**src/rtl/ring_buf_ctrl.sv**
```systemverilog
`default_nettype none
// ============================================================================
//  Module      : ring_buf_ctrl
//  Description : Controller for a ring buffer held in an external register
//                array. Accepts a valid/ready upstream stream, waits until a
//                configured number of entries has accumulated, then streams
//                words out through a registered valid/ready output stage.
//                A flush stops intake and drains whatever is left.
//
//  Ports
//    clk, rst      : single clock, synchronous active-high reset
//    s_valid/s_ready/s_data : upstream stream (push = s_valid & s_ready)
//    m_valid/m_ready/m_data : registered downstream stream
//    cfg_depth     : entries required before reading starts
//    flush         : end of stream, stop accepting and drain
//    arr_wr_en/arr_wr_ptr/arr_wr_data : register array write port
//    arr_rd_ptr/arr_rd_data           : register array read port (comb read)
//    count, full, empty               : occupancy status
//
//  Revision    : 1.0  initial release
// ============================================================================
module ring_buf_ctrl #(
  parameter int BIT_WIDTH = 8,
  parameter int BUF_WIDTH = 9,
  parameter int BUF_SIZE  = 257
) (
  input  logic                 clk,
  input  logic                 rst,
  input  logic                 s_valid,
  output logic                 s_ready,
  input  logic [BIT_WIDTH-1:0] s_data,
  output logic                 m_valid,
  input  logic                 m_ready,
  output logic [BIT_WIDTH-1:0] m_data,
  input  logic [BUF_WIDTH-1:0] cfg_depth,
  input  logic                 flush,
  output logic                 arr_wr_en,
  output logic [BUF_WIDTH-1:0] arr_wr_ptr,
  output logic [BIT_WIDTH-1:0] arr_wr_data,
  output logic [BUF_WIDTH-1:0] arr_rd_ptr,
  input  logic [BIT_WIDTH-1:0] arr_rd_data,
  output logic [BUF_WIDTH-1:0] count,
  output logic                 full,
  output logic                 empty
);

  localparam logic [1:0] C_IDLE   = 2'd0;
  localparam logic [1:0] C_FILL   = 2'd1;
  localparam logic [1:0] C_STREAM = 2'd2;
  localparam logic [1:0] C_DRAIN  = 2'd3;

  // count must be able to represent BUF_SIZE itself, so BUF_SIZE fits BUF_WIDTH
  localparam logic [BUF_WIDTH-1:0] C_SIZE = BUF_WIDTH'(BUF_SIZE);
  localparam logic [BUF_WIDTH-1:0] C_LAST = BUF_WIDTH'(BUF_SIZE - 1);
  localparam logic [BUF_WIDTH-1:0] C_ONE  = BUF_WIDTH'(1);

  logic [1:0]           state_q,   state_d;
  logic [BUF_WIDTH-1:0] wr_ptr_q,  wr_ptr_d;
  logic [BUF_WIDTH-1:0] rd_ptr_q,  rd_ptr_d;
  logic [BUF_WIDTH-1:0] count_q,   count_d;
  logic [BUF_WIDTH-1:0] depth_q,   depth_d;
  logic                 m_valid_q, m_valid_d;
  logic [BIT_WIDTH-1:0] m_data_q,  m_data_d;

  logic push;
  logic pop;
  logic full_w;
  logic empty_w;

  // Pointers wrap at BUF_SIZE-1, which is generally not a power of two.
  function automatic logic [BUF_WIDTH-1:0] next_ptr(input logic [BUF_WIDTH-1:0] p);
    next_ptr = (p == C_LAST) ? '0 : p + C_ONE;
  endfunction

  assign full_w  = (count_q == C_SIZE);
  assign empty_w = (count_q == '0);

  // Ready depends only on registered state, so a pop in the same cycle
  // cannot open a slot for a push while full.
  assign s_ready = !full_w && (state_q != C_DRAIN);
  assign push    = s_valid && s_ready;

  // The output register may be reloaded when it is empty or being taken.
  assign pop = ((state_q == C_STREAM) || (state_q == C_DRAIN)) && !empty_w &&
               (!m_valid_q || m_ready);

  always_comb begin
    state_d   = state_q;
    wr_ptr_d  = wr_ptr_q;
    rd_ptr_d  = rd_ptr_q;
    count_d   = count_q;
    depth_d   = depth_q;
    m_valid_d = m_valid_q;
    m_data_d  = m_data_q;

    if (push) begin
      wr_ptr_d = next_ptr(wr_ptr_q);
    end

    if (pop) begin
      rd_ptr_d  = next_ptr(rd_ptr_q);
      m_valid_d = 1'b1;
      m_data_d  = arr_rd_data;
    end else if (m_valid_q && m_ready) begin
      m_valid_d = 1'b0;
    end

    if (push && !pop) begin
      count_d = count_q + C_ONE;
    end else if (pop && !push) begin
      count_d = count_q - C_ONE;
    end

    case (state_q)
      C_IDLE: begin
        if (push) begin
          state_d = C_FILL;
          if (cfg_depth == '0) begin
            depth_d = C_ONE;
          end else if (cfg_depth > C_SIZE) begin
            depth_d = C_SIZE;
          end else begin
            depth_d = cfg_depth;
          end
        end
      end
      C_FILL: begin
        if (flush) begin
          state_d = C_DRAIN;
        end else if (count_q >= depth_q) begin
          state_d = C_STREAM;
        end
      end
      C_STREAM: begin
        // Running dry keeps streaming; only a flush ends the stream.
        if (flush) begin
          state_d = C_DRAIN;
        end
      end
      C_DRAIN: begin
        // A word still sitting in the output register stays valid in IDLE.
        if (empty_w) begin
          state_d = C_IDLE;
        end
      end
      default: state_d = C_IDLE;
    endcase
  end

  always_ff @(posedge clk) begin
    if (rst) begin
      state_q   <= C_IDLE;
      wr_ptr_q  <= '0;
      rd_ptr_q  <= '0;
      count_q   <= '0;
      depth_q   <= C_ONE;
      m_valid_q <= 1'b0;
      m_data_q  <= '0;
    end else begin
      state_q   <= state_d;
      wr_ptr_q  <= wr_ptr_d;
      rd_ptr_q  <= rd_ptr_d;
      count_q   <= count_d;
      depth_q   <= depth_d;
      m_valid_q <= m_valid_d;
      m_data_q  <= m_data_d;
    end
  end

  assign m_valid     = m_valid_q;
  assign m_data      = m_data_q;
  assign arr_wr_en   = push;
  assign arr_wr_ptr  = wr_ptr_q;
  assign arr_wr_data = s_data;
  assign arr_rd_ptr  = rd_ptr_q;
  assign count       = count_q;
  assign full        = full_w;
  assign empty       = empty_w;

endmodule
`default_nettype wire

```
**config.mk**
```make
export PLATFORM = sky130hd
export DESIGN_NAME = ring_buf_ctrl
export DESIGN_NICKNAME = d
export VERILOG_FILES = /design/src/rtl/ring_buf_ctrl.sv
export SDC_FILE = /design/constraint.sdc
export NUM_CORES = 1
export LEC_CHECK = 0
export BUFFER_PORTS_ARGS = -buffer_cell sky130_fd_sc_hd__buf_4
export CAP_MARGIN = 10
export CORE_ASPECT_RATIO = 0.8
export CORE_MARGIN = 5
export CORE_UTILIZATION = 23
export DETAILED_ROUTE_END_ITERATION = 8
export PLACE_DENSITY = 0.52
export REMOVE_ABC_BUFFERS = 1
export SETUP_SLACK_MARGIN = 0.5
export SKIP_CTS_REPAIR_TIMING = 1
export SYNTH_ARGS = -nofsm -noshare
export SYNTH_HDL_FRONTEND = slang
export SYNTH_SLANG_ARGS = --single-unit
```
**constraint.sdc**
```tcl
create_clock -name clk -period 3 [get_ports clk]
set_input_delay 0.3 -clock clk [delete_from_list [all_inputs] [get_ports clk]]
set_output_delay 0.3 -clock clk [all_outputs]
set_load 0.01 [all_outputs]
```
# Word-level counts from Yosys, hierarchy flattened
# Index checks and enable logic that the tools add are counted.
[classes]
n_eq_ne = 11
add_sub_neg = 4
multipliers = 0
bitwise_logic = 0
n_mux = 14
n_reduce_logical = 21
shift = 0
n_div = 0
n_lt_le_gt_ge = 2
[ops]
columns = ["cell", "n"]
rows = [
  ["9-bit two-way mux", 6],
  ["9-bit by 1-bit adder with 9-bit output, second input constant", 3],
  ["9-bit equality test, second input constant", 3],
  ["9-bit logical NOT", 2],
  ["2-bit two-way mux", 5],
  ["9-bit greater-or-equal comparator", 1],
  ["9-bit greater-than comparator, second input constant", 1],
  ["9-bit by 1-bit subtractor with 9-bit output, second input constant", 1],
  ["2-bit != test, second input constant", 4],
  ["2-bit case mux with 4 select lines", 1],
  ["1-bit logical AND", 7],
  ["1-bit logical NOT", 5],
  ["2-bit equality test, second input constant", 2],
  ["4-bit AND reduction", 1],
  ["2-bit nonzero test", 2],
  ["3-bit != test, second input constant", 1],
  ["2-bit by 1-bit equality test with 1-bit output, second input constant", 1],
  ["2-bit logical NOT", 1],
  ["1-bit logical OR", 2],
  ["1-bit two-way mux", 2],
  ["2-bit AND reduction", 1],
]
[word_totals]
mem_bits_rw = 0
elab_cells = 59
n_memories = 0
latch_bits = 0
reg_bits = 47
output_inout_bits = 48
in_bits = 30
mem_bits_ro = 0

# Logic depth before layout (Yosys ltp)
[logic_depth]
ltp_word = 8
mapped_depth = 15
ltp_nobuf = 14

# Least setup slack after synthesis
# OpenSTA, ideal clock, no wires.
[synth_path]
path_kind = "flip-flop to flip-flop"
from = "register count_q[4] (netlist: count[4])"
to = "register count_q[8] (netlist: count[8])"
required_ns = 2.872
path_slack_ns = -0.442
path_stages_with_launch = 14
arrival_time_ns = 3.314
cell_sequence = "dfxtp_1 -> or4_4 -> nor4_4 -> nor3_2 -> inv_2 -> buf_6 -> ha_1 -> inv_1 -> ha_1 -> or3_1 -> o31ai_1 -> mux2_2 -> xnor2_1 -> nor2_1"
[synth_via]
elab_chain_len = 7
[synth_rtl]
columns = ["element", "line_no", "source"]
rows = [
  ["from (decl)", "60", "logic [BUF_WIDTH-1:0] count_q, count_d;"],
  ["from (signal assigned)", "163", "count_q <= count_d;"],
  ["9-bit logical NOT *", "76", "assign empty_w = (count_q == '0);"],
  ["named net empty", "44", "output logic empty"],
  ["1-bit logical NOT *", "84", "assign pop = ((state_q == C_STREAM) || (state_q == C_DRAIN)) && !empty_w &&"],
  ["1-bit logical AND * (2 in a row)", "84", ""],
  ["1-bit logical NOT", "108", "if (push && !pop) begin"],
  ["1-bit logical AND", "108", ""],
  ["9-bit two-way mux or 2-bit nonzero test (tied branches)", "--", ""],
]
# The timed path passes the listed nets; every way through them passes the cells marked *. The select of a mux whose other input is x is not followed.
# A chain may end at the register's enable or synchronous reset.

# Worst setup path in the final report
[layout_path]
from = "register count_q[5] (netlist: count[5])"
to = "register count_q[8] (netlist: count[8])"
[layout_via]
elab_chain_len = 7
[layout_rtl]
columns = ["element"]
rows = [
  ["parallel branches: the longest is 7 deep, another holds 9-bit by 1-bit subtractor with 9-bit output"],
]
# Parallel ways; which one is timed is not known. The select of a mux whose other input is x is not followed.

==> summary.md <==
| Metric | Value |
|---|---|
| TritonCTS Buffers | 5 |
| Post-route DRC | 0 |
| Multi-input logic area | 1699 um^2 |
| CP Max Fanout | 2 |
| Clk buf depth | 2 |
| Vias in the first global route | 2295 |
| PortBufs | 61 |
| Fin. Hold Viols | 0 |
| I/O pin total | slightly below 80 |
| CTS tree | yes |
| Worst Skew | ~0.01 ns |
| Die Footprint | 14040 um^2 |
| Worst Hold Path EP | depth_q[0]$_SDFFE_PP1P_ |
| Core Util, Final | 32.58% |
| Clk root buf | clkbuf_16 |
| Min-Delay Startpoint | cfg_depth[0] |
| Max IR drop VDD | 0.0002567 V |
| Syn avg cell area | 8.169 um^2 |
| CTS Sinks | 47 |
| Crit. End Element | flop |
| Number of synthesized flops with an enable pin | 0 |
| Post-layout net count | 468 |
| GP Congestion | 0.7771 |
| Setup ws final | -0.07049 ns |
| # diodes | 0 |
| Setup TNS Final | -0.07049 ns |
| Most frequent cells in the layout | buf_4 (89), dfxtp_1 (46), nand2_1 (44), nor2_1 (39), a21oi_1 (29) |
| Detailed-route wire length | 7.342 mm |
| Ratio of cells with drive above 1 in the final layout | 30.83% |
| Initial antenna violation count | 0 |
| Max frequency | about 330 MHz |
| Post-DP HPWL | 5.387 mm |
| Worst-path clk slew | 0.07 ns |
| MaxCap Viol Count | 0 |
| Post-layout min period | 3.070 ns |
| Vias per inst | about 4.4 |
| Largest net degree at the start of global routing | 34 |
| Ys async rst share | 0% |
| Run status | finished, violations left |
| Worst r2r src | count[5]$_SDFFE_PP0P_ |
| Clock latency on the worst-skew pair | slightly below 0.3 ns |
| Total GRT Usage | 9.867% |
| # setup viols final | 1 |
| Register area | 942.2 um^2 |
| Worst Setup Start Kind | flop |
| Primary FF master, synth | dfxtp_1 |
| Synth warn | 0 |
| Final Max Tran Viols | 0 |
| Hold Path Depth | 3 |
| Filler Cells Inserted | ~1200 |
| Sequential-to-total area share from yosys stat | 34.80% |
| Static Leak | around 1.6 nW |
| Commonest non-fill, non-tap cell in the layout | buf_4 |
| Failing checks | negative setup slack |
| Mapped cell area | 2704 um^2 |
| Total power | 3.145 mW |
| H-tree depth | 2 |
| Yosys reg bits | 47 |
| Die Y | about 110 um |
| Vias | 2447 |
| Overflow left after global routing | 0 |
| Area growth, synth to finish | 38.78% |
| Worst-Margin Slew | between 0.4 and 0.5 ns |
| Final worst path period share | 102.3% |
| R2R Path End | count[8]$_SDFFE_PP0P_ |
| DRT Pass-1 Iters | 5 |
| Initial drt markers | 129 |
| Hold WC Path Type | in2reg |
| Num rows | 35 |
| Chip Width | 131.2 um |
| Internal reg-to-reg setup slack | -0.07 ns |
| Pwr Density | roughly 840 nW/um^2 |
| RSZ-0062 raised after global routing | true |
| Antenna viol nets, final | 0 |
| WS Path Type | reg2reg |
| R2R depth | 13 |
| Synth Instances | between 300 and 400 |
| Routed len/inst | ~13 um |
| Post-synthesis cell type count | 43 |
| Worst endpoint data arrival time | 3.23 ns |
| Core area | 11520 um^2 |
| Data required, critical path | around 3.2 ns |
| Global-route wire length before repair | 11.55 mm |
| Rel. slew slack | about two thirds |
| Initial cell density of the core | 23.48% |
-- registers in the layout, summed over array words and instances, names as in the netlist --
name and flops:
arr_rd_ptr 9, arr_wr_ptr 9, count 9, depth_q 9, m_data 8, m_valid 1, state_q 2
-- power breakdown --
group          leakage [nW]  total, mW  switching, mW  internal [mW]
Sequential            0.383      0.822         0.0875          0.734
Combinational          1.12       1.77          0.923          0.848
Clock                0.0740      0.552          0.243          0.309
Total                  1.58       3.14           1.25           1.89
-- cell usage after synthesis, drive strengths merged (3+ instances only) --
| library cell | n | share of area [%] |
|---|---|---|
| nor4 | 6 | 1.9 |
| clkbuf | 7 | 0.97 |
| o21ai | 7 | 1.3 |
| nor2b | 4 | 0.93 |
| xor2 | 14 | 4.5 |
| nand2 | 44 | 6.1 |
| xnor2 | 9 | 2.9 |
| o21bai | 4 | 1.2 |
| a31o | 3 | 0.97 |
| nand3b | 8 | 2.2 |
| a21oi | 31 | 5.7 |
| nor2 | 39 | 5.4 |
| ha | 26 | 12 |
| dfxtp | 47 | 35 |
| inv | 23 | 3.2 |
| nand3 | 5 | 0.93 |
| nor3 | 12 | 2.8 |
| mux2i | 3 | 1.1 |
| nand4 | 9 | 2.1 |
| buf | 11 | 3.0 |
-- critical path: stages, from the launching register on --
cell	delay, ns
dfxtp_2	0.32
or4_4	0.57
buf_6	0.15
nor3_4	0.22
nor3b_4	0.09
ha_4	0.19
buf_4	0.14
fa_2	0.34
nand2b_4	0.16
a21oi_4	0.17
o31ai_4	0.07
mux2_4	0.32
xnor2_2	0.15
nor2_1	0.05
-- cells by family after synthesis --
logic type | share of synthesized area, %
AO/OA/AOI/OAI | 11.48
buffers and inverters | 7.173
XOR/XNOR | 7.451
flip-flops | 34.80
AND/OR/NAND/NOR | 24.80
multiplexers | 1.527
adder cells (fa/ha/maj) | 12.77
-- worst max-delay path by stage --
stage	from	end	slack [ns]
after floorplan	count[1]$_SDFFE_PP0P_	count[8]$_SDFFE_PP0P_	-0.80
after global placement	count[4]$_SDFFE_PP0P_	count[7]$_SDFFE_PP0P_	-0.22
after detailed placement	count[4]$_SDFFE_PP0P_	count[7]$_SDFFE_PP0P_	-0.36
after CTS	count[4]$_SDFFE_PP0P_	count[7]$_SDFFE_PP0P_	-0.37
after global routing	count[5]$_SDFFE_PP0P_	count[8]$_SDFFE_PP0P_	-0.15
final	count[5]$_SDFFE_PP0P_	count[8]$_SDFFE_PP0P_	-0.07
-- stage by stage --
step                worst slack (ns)  hold WS, ns  area (um^2)  std cells
floorplan                    -0.7956       0.3691         2596        313
global placement             -0.2228       0.4417         3455        550
detailed placement           -0.3557       0.4462         3455        550
CTS                          -0.3681       0.2575         3598        558
global route                 -0.1503       0.2612         3752        560
finish                      -0.07049       0.2651         3752        560
-- final cells by class --
type | instances | share of cell area (%)
Multi-Input combinational cell | 243 | 45.28
Inverter | 23 | 2.434
Sequential cell | 47 | 25.11
Clock buffer | 5 | 3.334
Clock inverter | 3 | 0.5002
Tap cell | 148 | 4.935
Timing Repair Buffer | 91 | 18.41
-- per-layer routing --
layer  global-route usage, %  vias up  part of all wire, %
li1                        -     1273                    -
met2                   15.87       50                   47
met3                   2.674        9                  4.0
met1                   13.20     1115                   47
met5                       0        -                    0
met4                   2.300        0                  1.7
No activity file was read; power rests on OpenSTA's default activity.
